## src/rtl/fetch_stage.sv

```systemverilog
`default_nettype none
// ============================================================================
// Module   : fetch_stage
// Brief    : Instruction-fetch stage. Owns the PC, drives the word-aligned
//            fetch address to a combinational instruction memory, and loads
//            the returned word plus its PC into the IF/ID register. Handles
//            decode stalls, branch/jump redirects (flush) and EBREAK halting.
// Options  : FETCH_PERF_CNT_EN - when defined, fetch_count/stall_count are
//            live 32-bit counters; otherwise both ports are tied to zero.
// Revision : 1.0 - initial release
// ============================================================================
module fetch_stage #(
  parameter logic [31:0] RESET_PC     = 32'h0000_0000,
  parameter logic [31:0] NOP_INSTR    = 32'h0000_0013,
  parameter logic [31:0] EBREAK_INSTR = 32'h0010_0073
) (
  input  logic        clk,
  input  logic        rst_n,
  output logic [31:0] imem_addr,
  input  logic [31:0] imem_rdata,
  input  logic        stall,
  input  logic        redirect_valid,
  input  logic [31:0] redirect_pc,
  output logic [31:0] if_id_pc,
  output logic [31:0] if_id_instr,
  output logic        if_id_valid,
  output logic        halted,
  output logic [31:0] fetch_count,
  output logic [31:0] stall_count
);

  typedef enum logic [1:0] {
    BOOT = 2'd0,
    RUN  = 2'd1,
    HALT = 2'd2
  } state_t;

  state_t      state, state_nxt;
  logic [31:0] pc, pc_nxt;
  logic [31:0] if_id_pc_nxt;
  logic [31:0] if_id_instr_nxt;
  logic        if_id_valid_nxt;

  // The memory is addressed straight from the PC register.
  assign imem_addr = pc;
  assign halted    = (state == HALT);

  // State register.
  always_ff @(posedge clk or negedge rst_n) begin
    if (!rst_n) begin
      state <= BOOT;
    end else begin
      state <= state_nxt;
    end
  end

  // Next-state and next PC / IF/ID values; redirect beats stall beats accept.
  always_comb begin
    state_nxt       = state;
    pc_nxt          = pc;
    if_id_pc_nxt    = if_id_pc;
    if_id_instr_nxt = if_id_instr;
    if_id_valid_nxt = if_id_valid;
    unique case (state)
      BOOT: begin
        state_nxt = RUN;
      end
      RUN, HALT: begin
        if (redirect_valid) begin
          // Low address bits of the target are dropped to stay word-aligned.
          pc_nxt          = {redirect_pc[31:2], 2'b00};
          if_id_valid_nxt = 1'b0;
          if_id_instr_nxt = NOP_INSTR;
          state_nxt       = RUN;
        end else if (stall) begin
          // Everything holds.
        end else if (state == HALT) begin
          // Halted: feed bubbles into decode, PC frozen on the EBREAK.
          if_id_valid_nxt = 1'b0;
          if_id_instr_nxt = NOP_INSTR;
        end else begin
          if_id_instr_nxt = imem_rdata;
          if_id_pc_nxt    = pc;
          if_id_valid_nxt = 1'b1;
          if (imem_rdata == EBREAK_INSTR) begin
            state_nxt = HALT;
          end else begin
            pc_nxt = pc + 32'd4;
          end
        end
      end
      default: begin
        state_nxt = BOOT;
      end
    endcase
  end

  // PC and IF/ID pipeline register.
  always_ff @(posedge clk or negedge rst_n) begin
    if (!rst_n) begin
      pc          <= RESET_PC;
      if_id_pc    <= 32'h0;
      if_id_instr <= NOP_INSTR;
      if_id_valid <= 1'b0;
    end else begin
      pc          <= pc_nxt;
      if_id_pc    <= if_id_pc_nxt;
      if_id_instr <= if_id_instr_nxt;
      if_id_valid <= if_id_valid_nxt;
    end
  end

`ifdef FETCH_PERF_CNT_EN
  logic        accept;
  logic        stall_cyc;
  logic [31:0] fetch_cnt;
  logic [31:0] stall_cnt;

  assign accept    = (state == RUN) && !redirect_valid && !stall;
  assign stall_cyc = (state != BOOT) && stall && !redirect_valid;

  // Performance counters, free-running and wrapping.
  always_ff @(posedge clk or negedge rst_n) begin
    if (!rst_n) begin
      fetch_cnt <= 32'h0;
      stall_cnt <= 32'h0;
    end else begin
      if (accept)    fetch_cnt <= fetch_cnt + 32'd1;
      if (stall_cyc) stall_cnt <= stall_cnt + 32'd1;
    end
  end

  assign fetch_count = fetch_cnt;
  assign stall_count = stall_cnt;
`else
  assign fetch_count = 32'h0;
  assign stall_count = 32'h0;
`endif

endmodule
`default_nettype wire
```

## config.mk

```make
export PLATFORM = sky130hd
export DESIGN_NAME = fetch_stage
export DESIGN_NICKNAME = d
export VERILOG_FILES = /design/src/rtl/fetch_stage.sv
export SDC_FILE = /design/constraint.sdc
export NUM_CORES = 1
export LEC_CHECK = 0
export BUFFER_PORTS_ARGS = -buffer_cell sky130_fd_sc_hd__buf_2
export CAP_MARGIN = 10
export CORE_UTILIZATION = 35
export CTS_BUF_LIST = sky130_fd_sc_hd__clkbuf_2
export DETAILED_ROUTE_END_ITERATION = 7
export PLACE_DENSITY = 0.66
export SYNTH_ARGS = -nofsm -noshare
export SYNTH_HDL_FRONTEND = slang
export SYNTH_SLANG_ARGS = --single-unit
```

## constraint.sdc

```tcl
create_clock -name clk -period 3.29 [get_ports clk]
set_input_delay 0 -clock clk [delete_from_list [all_inputs] [get_ports clk]]
set_output_delay 0 -clock clk [all_outputs]
set_load 0.005 [all_outputs]
```

# Yosys cells after proc, flatten, opt, wreduce, memory -nomap -nowiden
# Cells that the tools add are included.
[totals]
out_inout_bits = 162
reg_bits = 99
in_bits = 68
wordCells = 39
[op_classes]
n_reduce_logical = 6
eq_ne = 9
bitwise = 3
muxes = 15
addsub = 1
[op_table]
columns = ["cell", "n"]
rows = [
  ["$mux W32", 7],
  ["$add A32 B3 Y32 const B", 1],
  ["$eq A32 B21 Y1 const B", 1],
  ["$ne A3 B3 Y1 const B", 3],
  ["$mux W2", 4],
  ["$reduce_and A4 Y1", 2],
  ["$ne A2 B2 Y1 const B", 2],
  ["$pmux W2 S2", 1],
  ["$mux W1", 3],
  ["$not A1 Y1", 3],
  ["$reduce_and A3 Y1", 1],
  ["$eq A2 B1 Y1 const B", 1],
  ["$eq A2 B2 Y1 const B", 1],
  ["$logic_not A2 Y1", 1],
  ["$ne A2 B1 Y1 const B", 1],
  ["$reduce_and A2 Y1", 1],
  ["$reduce_or A2 Y1", 1],
]

# Logic depth before layout (Yosys ltp)
# Gate-level depths: netlist of run 1.
[logic_depth]
ltp_word = 6
mapped_depth = 9
depth_no_buf = 7

# Least setup slack after synthesis of run 1
# Ideal clock, no wire load.
[synth_path]
path_type = "register to register"
from = "register state[1]"
to = "register pc[31], in the netlist imem_addr[31]"
setup_slack_ns = 1.324
arrival_time_ns = 1.846
synth_period_minus_slack_ns = 1.966
t_required_ns = 3.170
setup_ns = 0.120
path_stages_with_launch = 8
n_path_buf = 0
cell_sequence = "dfrtp_1 -> inv_1 -> ha_1 -> inv_1 -> nor3_2 -> o2111ai_2 -> or3_1 -> and3_1"
[synth_between]
elab_chain_cells = 3
elab_cells_between_ends = 5
cone_classes = "eq/ne: 3; reduce/logical: 2"
[synth_lines]
columns = ["element", "line_no", "rtl"]
rows = [
  ["start, declared", "38", "state_t state, state_nxt;"],
  ["start signal, assigned", "53", "state <= state_nxt;"],
  ["$eq A2 B2 Y1 / $eq A2 B1 Y1 (equally long branches)", "64, 77", ""],
  ["$ne A2 B2 Y1 (no line) / $reduce_or A2 Y1 (equally long branches)", "n/a", ""],
  ["$reduce_and A4 Y1 (no line) (*)", "n/a", ""],
  ["end signal, assigned", "106", "pc <= pc_nxt;"],
  ["end, declared", "39", "logic [31:0] pc, pc_nxt;"],
]
# Every way passes the cells marked *; elsewhere a longest branch is shown, timed or not.
# A chain may end at the register's enable or synchronous reset.

# Worst setup path after layout of run 1
[layout_path]
from = "register state[1]"
to = "register pc[27], in the netlist imem_addr[27]"
# The elaborated chain is that of the path after synthesis.

==> results of run 1 <==
## worst max-delay path by stage
stage	start	slack, ns	end	depth (start not counted)
final	state[1]	0.27	imem_addr[27]	8
after global routing	state[0]	0.05	imem_addr[27]	8
after CTS	state[1]	0.17	imem_addr[27]	8
after detailed placement	state[1]	0.74	imem_addr[27]	7
after global placement	state[0]	0.79	imem_addr[27]	7
after floorplan	state[1]	1.32	imem_addr[31]	7
## kinds of logic (layout without fill, tap and decap cells)
kind of cell / count (synthesis) / count (layout) / share of synthesized area (%)
and+or+nand+nor: 221 / 221 / 20.96
other: 1 / 69 / 0.07470
xor gates and xnor gates: 1 / 1 / 0.1745
adders and majority gates: 4 / 4 / 0.9970
AOI/OAI and AO/OA: 106 / 106 / 16.10
DFF: 95 / 95 / 47.43
muxes: 4 / 4 / 0.8225
buffers and inverters: 106 / 281 / 13.43
## Yosys cell counts, drive strengths merged, types with 5 or more instances
master    n  area (sq um)
or2       6         40.04
nor3     10         71.32
o32a      6         60.06
o21ai    23         118.9
or4       6         45.04
nor4      9         56.30
a21oi     9         45.04
inv      12         45.04
nand4    12         81.33
nand3    14         82.58
nand2b    5         31.28
buf      72         546.8
clkbuf   21         78.83
nand2   130         488.0
dfrtp    92          2302
o31a      5         43.79
a22o     18         157.7
o211ai    7         52.55
o311ai   11         96.35
nor2     19         76.32
## flip-flops by register name, summed over array words and instances (netlist names)
signal       count
if_id_instr     32
if_id_pc        30
if_id_valid      1
imem_addr       30
state            2
## through the flow
stage,hold slack (ns),instances
after floorplan,-0.2956,605
after global placement,0.05760,860
after detailed placement,0.05765,860
after CTS,0.009624,957
after global routing,0.04361,961
final,0.06520,961
## where the power goes
group          internal, W  switching [W]
Clock             0.000247       0.000419
Sequential         0.00167       0.000467
Combinational     0.000974        0.00104
Total              0.00289        0.00193
## worst reg2reg max path: cells and delay by family, from the launching register on
family                   cells  cell delay, ns
AO/OA/AOI/OAI                2            0.45
adder cells (fa/ha/maj)      1            0.46
buffers and inverters        3            0.88
flip-flops                   1            0.47
AND/OR/NAND/NOR              2            0.72
## repair_timing
action	in CTS	in global routing
buffers inserted	0	3
endpoints found under the hold margin	159	0
resized for setup	0	3
endpoints found under the setup margin	0	1
hold buffers	81	0
## layout make-up
cell class / count / share of cell area [%]
inverter: 13 / 0.7785
clock inverter: 7 / 1.279
sequential: 95 / 35.27
tap: 180 / 3.336
clock buffer: 9 / 0.6673
multi-input combinational: 404 / 33.12
timing repair buffer: 252 / 25.51
antenna: 1 / 0.03707
## placed cells by master, fill, tap and decap left out, types with 5 or more instances in the layout
master	n
dlygate4sd3_1	80
nand4_1	11
nand2b_1	5
o31a_1	5
a21oi_1	9
or2_2	5
o211ai_1	7
conb_1	68
inv_1	11
clkbuf_2	9
dfrtp_1	92
o32a_1	6
buf_4	12
nor4_1	9
o311ai_0	8
buf_2	158
or4_1	6
a22o_1	18
nand2_1	130
nand3_1	13
nor2_1	17
o21ai_0	21
nor3_1	7
## metal layers
metal	part of all wire, %	track usage [%]	up-vias
li1	-	-	2255
met1	46	27.31	2276
met2	45	32.38	211
met3	6.9	4.026	19
met4	2.1	8.410	0
met5	0	0	-
==> impl_metrics.csv, run 1 <==
group,metric,value,unit
outcome,status,"finished clean",
logic_synthesis,postSynth.asyncResetShare,100.0,%
grt,overflow,0,
grt,track_usage,20.48,%
floorplanning,die_w,121.8,microns
floorplanning,die_h,121.8,microns
floorplanning,pin_count,230,
grt,grt_pass1_wl,23130,microns
timing,maxSlewHeadroom,49.71,%
layout,final-seq-area,0.002381,sq mm
drt,viasPerCell,4.954,
floorplanning,die_area,0.01483,sq mm
drt,routedWlPerCell,15.80,microns
logic_synthesis,ys_seq_area_share,47.43,%
cts,cts_sinks,95,
logic_synthesis,yosysUniqueCellTypes,64,
layout,fin_nets,847,
layout,multi_input_area,0.002236,sq mm
critical_path,crit_fanout,20,
timing,worst_slew_pin_slew,0.7494,ns
cts,htree_levels,3,
timing,tns,0,ns
timing,drv_slew,0,
worst_hold_path,hold_path.class,"input port to register",
drt,finalWirelength,15180,microns
drt,drt_iter0_drc,245,
placement,hpwl,9987,microns
layout,syn_to_final_growth,34.47,%
critical_path,cp.arrival,3.57,ns
worst_hold_path,hp-start,"redirect_valid",
grt,antenna_found_initial,1,
critical_path,r2r_cells,8,
placement,post-place-ws,0.7443,ns
floorplanning,rows,43,
drt,dr.pass1.iters,5,
critical_path,worstReg2RegEnd,"imem_addr[27]",
timing,rsz0062_at_grt,"no",
critical_path,cp_cell_sequence,"inv_1, ha_1, clkinvlp_4, nor3_4, o21ai_4, or3_1, o311ai_1, dlygate4sd3_1",
timing,timing.fmax,330.8,MHz
cts,clkTransAtPathRegs,0.27,ns
timing,period_needed,3.023,ns
placement,gp_congestion,0.8239,
critical_path,critPathRequiredTime,3.84,ns
drt,drc,0,
logic_synthesis,synth_flop_cell,"dfrtp_1",
cts,root_buffer,"clkbuf_2",
timing,setup_slack,0.2667,ns
cts,cts_tree,"built",
layout,design_area,0.006750,sq mm
critical_path,setup.worst_path.start_class,"register",
drt,ant_nets,0,
drt,vias,4761,
timing,finalSetupViolCount,0,
critical_path,timing.rr.start,"state[1]",
cts,clk_latency,0.60,ns
timing,skew,0.02034,ns
logic_synthesis,synthCells,538,
logic_synthesis,yosys_warnings,0,
timing,period_share,91.89,%
critical_path,critPathSlowestCell,"dlygate4sd3_1",
pwr,power_density,713.6,mW/mm^2
critical_path,path_buf_inv,3,
layout,nFillCells,1341,
layout,layout-drive-gt1-share,26.67,%
layout,utilization,48.44,%
logic_synthesis,netlist_area,0.005020,sq mm
logic_synthesis,synth_seq_cells,95,
pwr,peakVddDrop,335.8,uV
logic_synthesis,synth.avg_cell_area,9.331,sq um
pwr,power.total,0.004817,W
critical_path,critical_path_class,"register to register",
critical_path,reg2reg_slack,0.27,ns
critical_path,slowest_delay,0.59,ns
placement,numPortBuffers,159,
critical_path,crit_family,"buffers and inverters",
cts,clk_path_buf_depth,2,
grt,grt_max_degree,42,
pwr,power_leakage,3.290,nW
timing,finalHoldViolations,0,
logic_synthesis,synth_edf_count,0,
floorplanning,start_util,36.02,%
cts,numCtsBuffers,9,
placement,placed_area,0.005756,sq mm
floorplanning,core,0.01393,sq mm
critical_path,worst_setup_path_end_kind,"register",
worst_hold_path,whs_endpoint,"imem_addr[5]",
job,maxCapViolations,0,
grt,grt_pass1_vias,4389,
worst_hold_path,whs_path_depth,5,
Power figures use the tool's default switching activity.
==> run 2, diff against run 1 <==
--- a/config.mk
+++ b/config.mk
@@ -5,12 +5,14 @@
 export SDC_FILE = /design/constraint.sdc
 export NUM_CORES = 1
 export LEC_CHECK = 0
+export ABC_AREA = 1
 export BUFFER_PORTS_ARGS = -buffer_cell sky130_fd_sc_hd__buf_2
 export CAP_MARGIN = 10
+export CORE_MARGIN = 3
 export CORE_UTILIZATION = 35
 export CTS_BUF_LIST = sky130_fd_sc_hd__clkbuf_2
 export DETAILED_ROUTE_END_ITERATION = 7
-export PLACE_DENSITY = 0.66
+export PLACE_DENSITY = 0.65
 export SYNTH_ARGS = -nofsm -noshare
 export SYNTH_HDL_FRONTEND = slang
 export SYNTH_SLANG_ARGS = --single-unit
==> impl_metrics.csv, run 2 <==
group,metric,value,unit
logic_synthesis,synthCells,733,
critical_path,cp.arrival,3.41,ns
timing,period_needed,2.830,ns
drt,drc,0,
logic_synthesis,yosysTopAreaCell,"dfrtp_1",
drt,ant_nets,0,
cts,numCtsBuffers,9,
layout,fin_nets,1076,
critical_path,setup.worst_path.start_class,"register",
grt,grt_pass1_vias,5301,
drt,finalWirelength,16720,microns
pwr,power.total,0.004936,W
critical_path,timing.rr.start,"state[1]",
layout,fin_cells,1220,
floorplanning,pin_count,230,
logic_synthesis,synth_area_leaders,"dfrtp_1, nand2_1, buf_4",
logic_synthesis,yosysMostFrequentCell,"nand2_1",
placement,numPortBuffers,159,
critical_path,critPathSlowestCell,"dlygate4sd3_1",
critical_path,path_buf_inv,5,
logic_synthesis,ys_seq_area_share,43.38,%
cts,root_buffer,"clkbuf_2",
timing,timing.fmax,353.3,MHz
critical_path,critPathRequiredTime,3.87,ns
critical_path,worst_setup_path_end_kind,"register",
logic_synthesis,netlist_area,0.005489,sq mm
critical_path,reg2reg_slack,0.46,ns
layout,diodes,0,
critical_path,crit_family,"simple AND/OR/NAND/NOR gates",
logic_synthesis,synth.avg_cell_area,7.488,sq um
logic_synthesis,synth_common_cells,"nand2_1, dfrtp_1, buf_4, nand3_1, inv_1",
worst_hold_path,hp-start,"imem_rdata[5]",
logic_synthesis,yosysUniqueCellTypes,32,
placement,gp_congestion,0.8249,
layout,nFillCells,1475,
logic_synthesis,synth_edf_count,0,
logic_synthesis,yosys_warnings,0,
cts,htree_levels,3,
timing,maxSlewHeadroom,57.64,%
placement,placed_cells,1086,
floorplanning,die_h,131.2,microns
layout,largest_register,"if_id_instr",
critical_path,slowest_delay,0.54,ns
cts,cts_tree,"built",
grt,track_usage,19.34,%
grt,grt_max_degree,53,
timing,rsz0062_at_grt,"no",
grt,grt_pass1_wl,27340,microns
grt,overflow,0,
floorplanning,core,0.01526,sq mm
timing,period_share,86.02,%
drt,dr.pass1.iters,5,
floorplanning,die_area,0.01722,sq mm
timing,skew,0.01909,ns
drt,drt_iter0_drc,330,
cts,clkTransAtPathRegs,0.28,ns
cts,cts_sinks,95,
timing,finalHoldViolations,0,
critical_path,cp-startpoint,"state[1]",
cts,clk_latency,0.60,ns
timing,worst_slew_pin_slew,0.6332,ns
critical_path,worstReg2RegEnd,"imem_addr[25]",
logic_synthesis,postSynth.asyncResetShare,100.0,%
worst_hold_path,whs_endpoint,"if_id_instr[5]",
job,maxCapViolations,0,
floorplanning,die_w,131.2,microns
timing,tns,0,ns
drt,vias,5474,
pwr,power_leakage,3.931,nW
grt,antenna_found_initial,0,
logic_synthesis,yosys.area.top_type_share,41.94,%
worst_hold_path,whs_path_depth,3,
layout,largest_register_ffs,32,
logic_synthesis,synth_flop_cell,"dfrtp_1",
layout,syn_to_final_growth,38.45,%
critical_path,cp_cell_sequence,"inv_1, ha_1, inv_2, nor2_2, inv_2, nor2_2, nand2_4, nand2_2, buf_4, nand3_1, nand2_1, dlygate4sd3_1",
drt,routedWlPerCell,13.70,microns
pwr,peakVddDrop,338.5,uV
logic_synthesis,synth_seq_cells,95,
cts,post-cts-setup-buffers,0,
layout,layout-drive-gt1-share,22.89,%
cts,clk_path_buf_depth,2,
layout,layout_common_cells,"nand2_1, buf_2, dlygate4sd3_1",
pwr,power_density,649.5,mW/mm^2
critical_path,critical_path_class,"register to register",
cts,post_cts_resized,0,
critical_path,crit_fanout,28,
layout,final_common_cell,"nand2_1",
cts,postCtsHoldBufs,118,
floorplanning,rows,45,
worst_hold_path,hold_path.class,"input port to register",
drt,viasPerCell,4.487,
floorplanning,start_util,35.97,%
timing,drv_slew,0,
timing,finalSetupViolCount,0,
critical_path,r2r_cells,12,
placement,hpwl,11340,microns
outcome,status,"finished clean",
[run 2: cell types whose count changed after synthesis, moves of 13 or more]
cell     change
nor2_1      +35
o21ai_0     +31
inv_1       +44
a22o_1      -14
o21ai_1     +13
nand2_1    +108
nand3_1     +52
[run 2: power breakdown]
group          total (W)  internal, W  switching, W
registers        0.00203      0.00162      0.000407
logic            0.00214     0.000969       0.00117
clock network   0.000762     0.000329      0.000433
[run 2: cell type report]
type / instances / area [sq um] / share of cell area, %
multi-input combinational: 550 / 2489 / 32.75
sequential: 95 / 2381 / 31.33
timing repair buffer: 287 / 2072 / 27.26
tap: 211 / 264.0 / 3.474
inverter: 61 / 229.0 / 3.013
clock inverter: 7 / 120.1 / 1.581
clock buffer: 9 / 45.04 / 0.5927
[run 2: how the worst max path moves through the flow]
stage / to / slack (ns) / cells after the start
final: imem_addr[25] / 0.46 / 12
after global routing: imem_addr[25] / 0.20 / 12
after CTS: imem_addr[26] / 0.41 / 12
after detailed placement: imem_addr[13] / 1.02 / 11
after global placement: imem_addr[25] / 1.04 / 11
after floorplan: imem_addr[5] / 1.71 / 11
[run 2: kinds of logic (layout without fill, tap and decap cells)]
family,after synthesis,after routing,share of synthesized area [%]
simple gates,387,387,29.95
compound gates,88,88,9.300
xor+xnor,3,3,0.4788
fa+ha+maj,4,4,0.9118
other cells,1,68,0.06832
buf+inv,155,364,15.91
flops,95,95,43.38
[run 2: worst register-to-register path, stage by stage, from the launching register on]
cell and delay (ns):
dfrtp_1 0.44, inv_1 0.06, ha_1 0.32, inv_2 0.05
nor2_2 0.13, inv_2 0.05, nor2_2 0.12, nand2_4 0.15
nand2_2 0.50, buf_4 0.30, nand3_1 0.09, nand2_1 0.06
dlygate4sd3_1 0.54
[run 2: through the flow]
step                utilization [%]  hold WS [ns]  setup WS [ns]  instance area [sq um]
global placement              40.87        0.1023          1.044                   6236
finish                        49.81        0.1609         0.4598                   7600
floorplan                         -       -0.2956          1.708                   5741
detailed placement            40.87        0.1105          1.016                   6236
global route                  49.81       0.09684         0.2004                   7600
CTS                           49.81       0.07298         0.4134                   7600
[run 2: metal layers]
layer	GRT usage [%]	wire length [microns]	vias to the layer above
met2	32.26	8100	186
li1	-	-	2713
met5	0	0	-
met3	4.556	1164	21
met1	25.31	7217	2554
met4	5.193	234	0
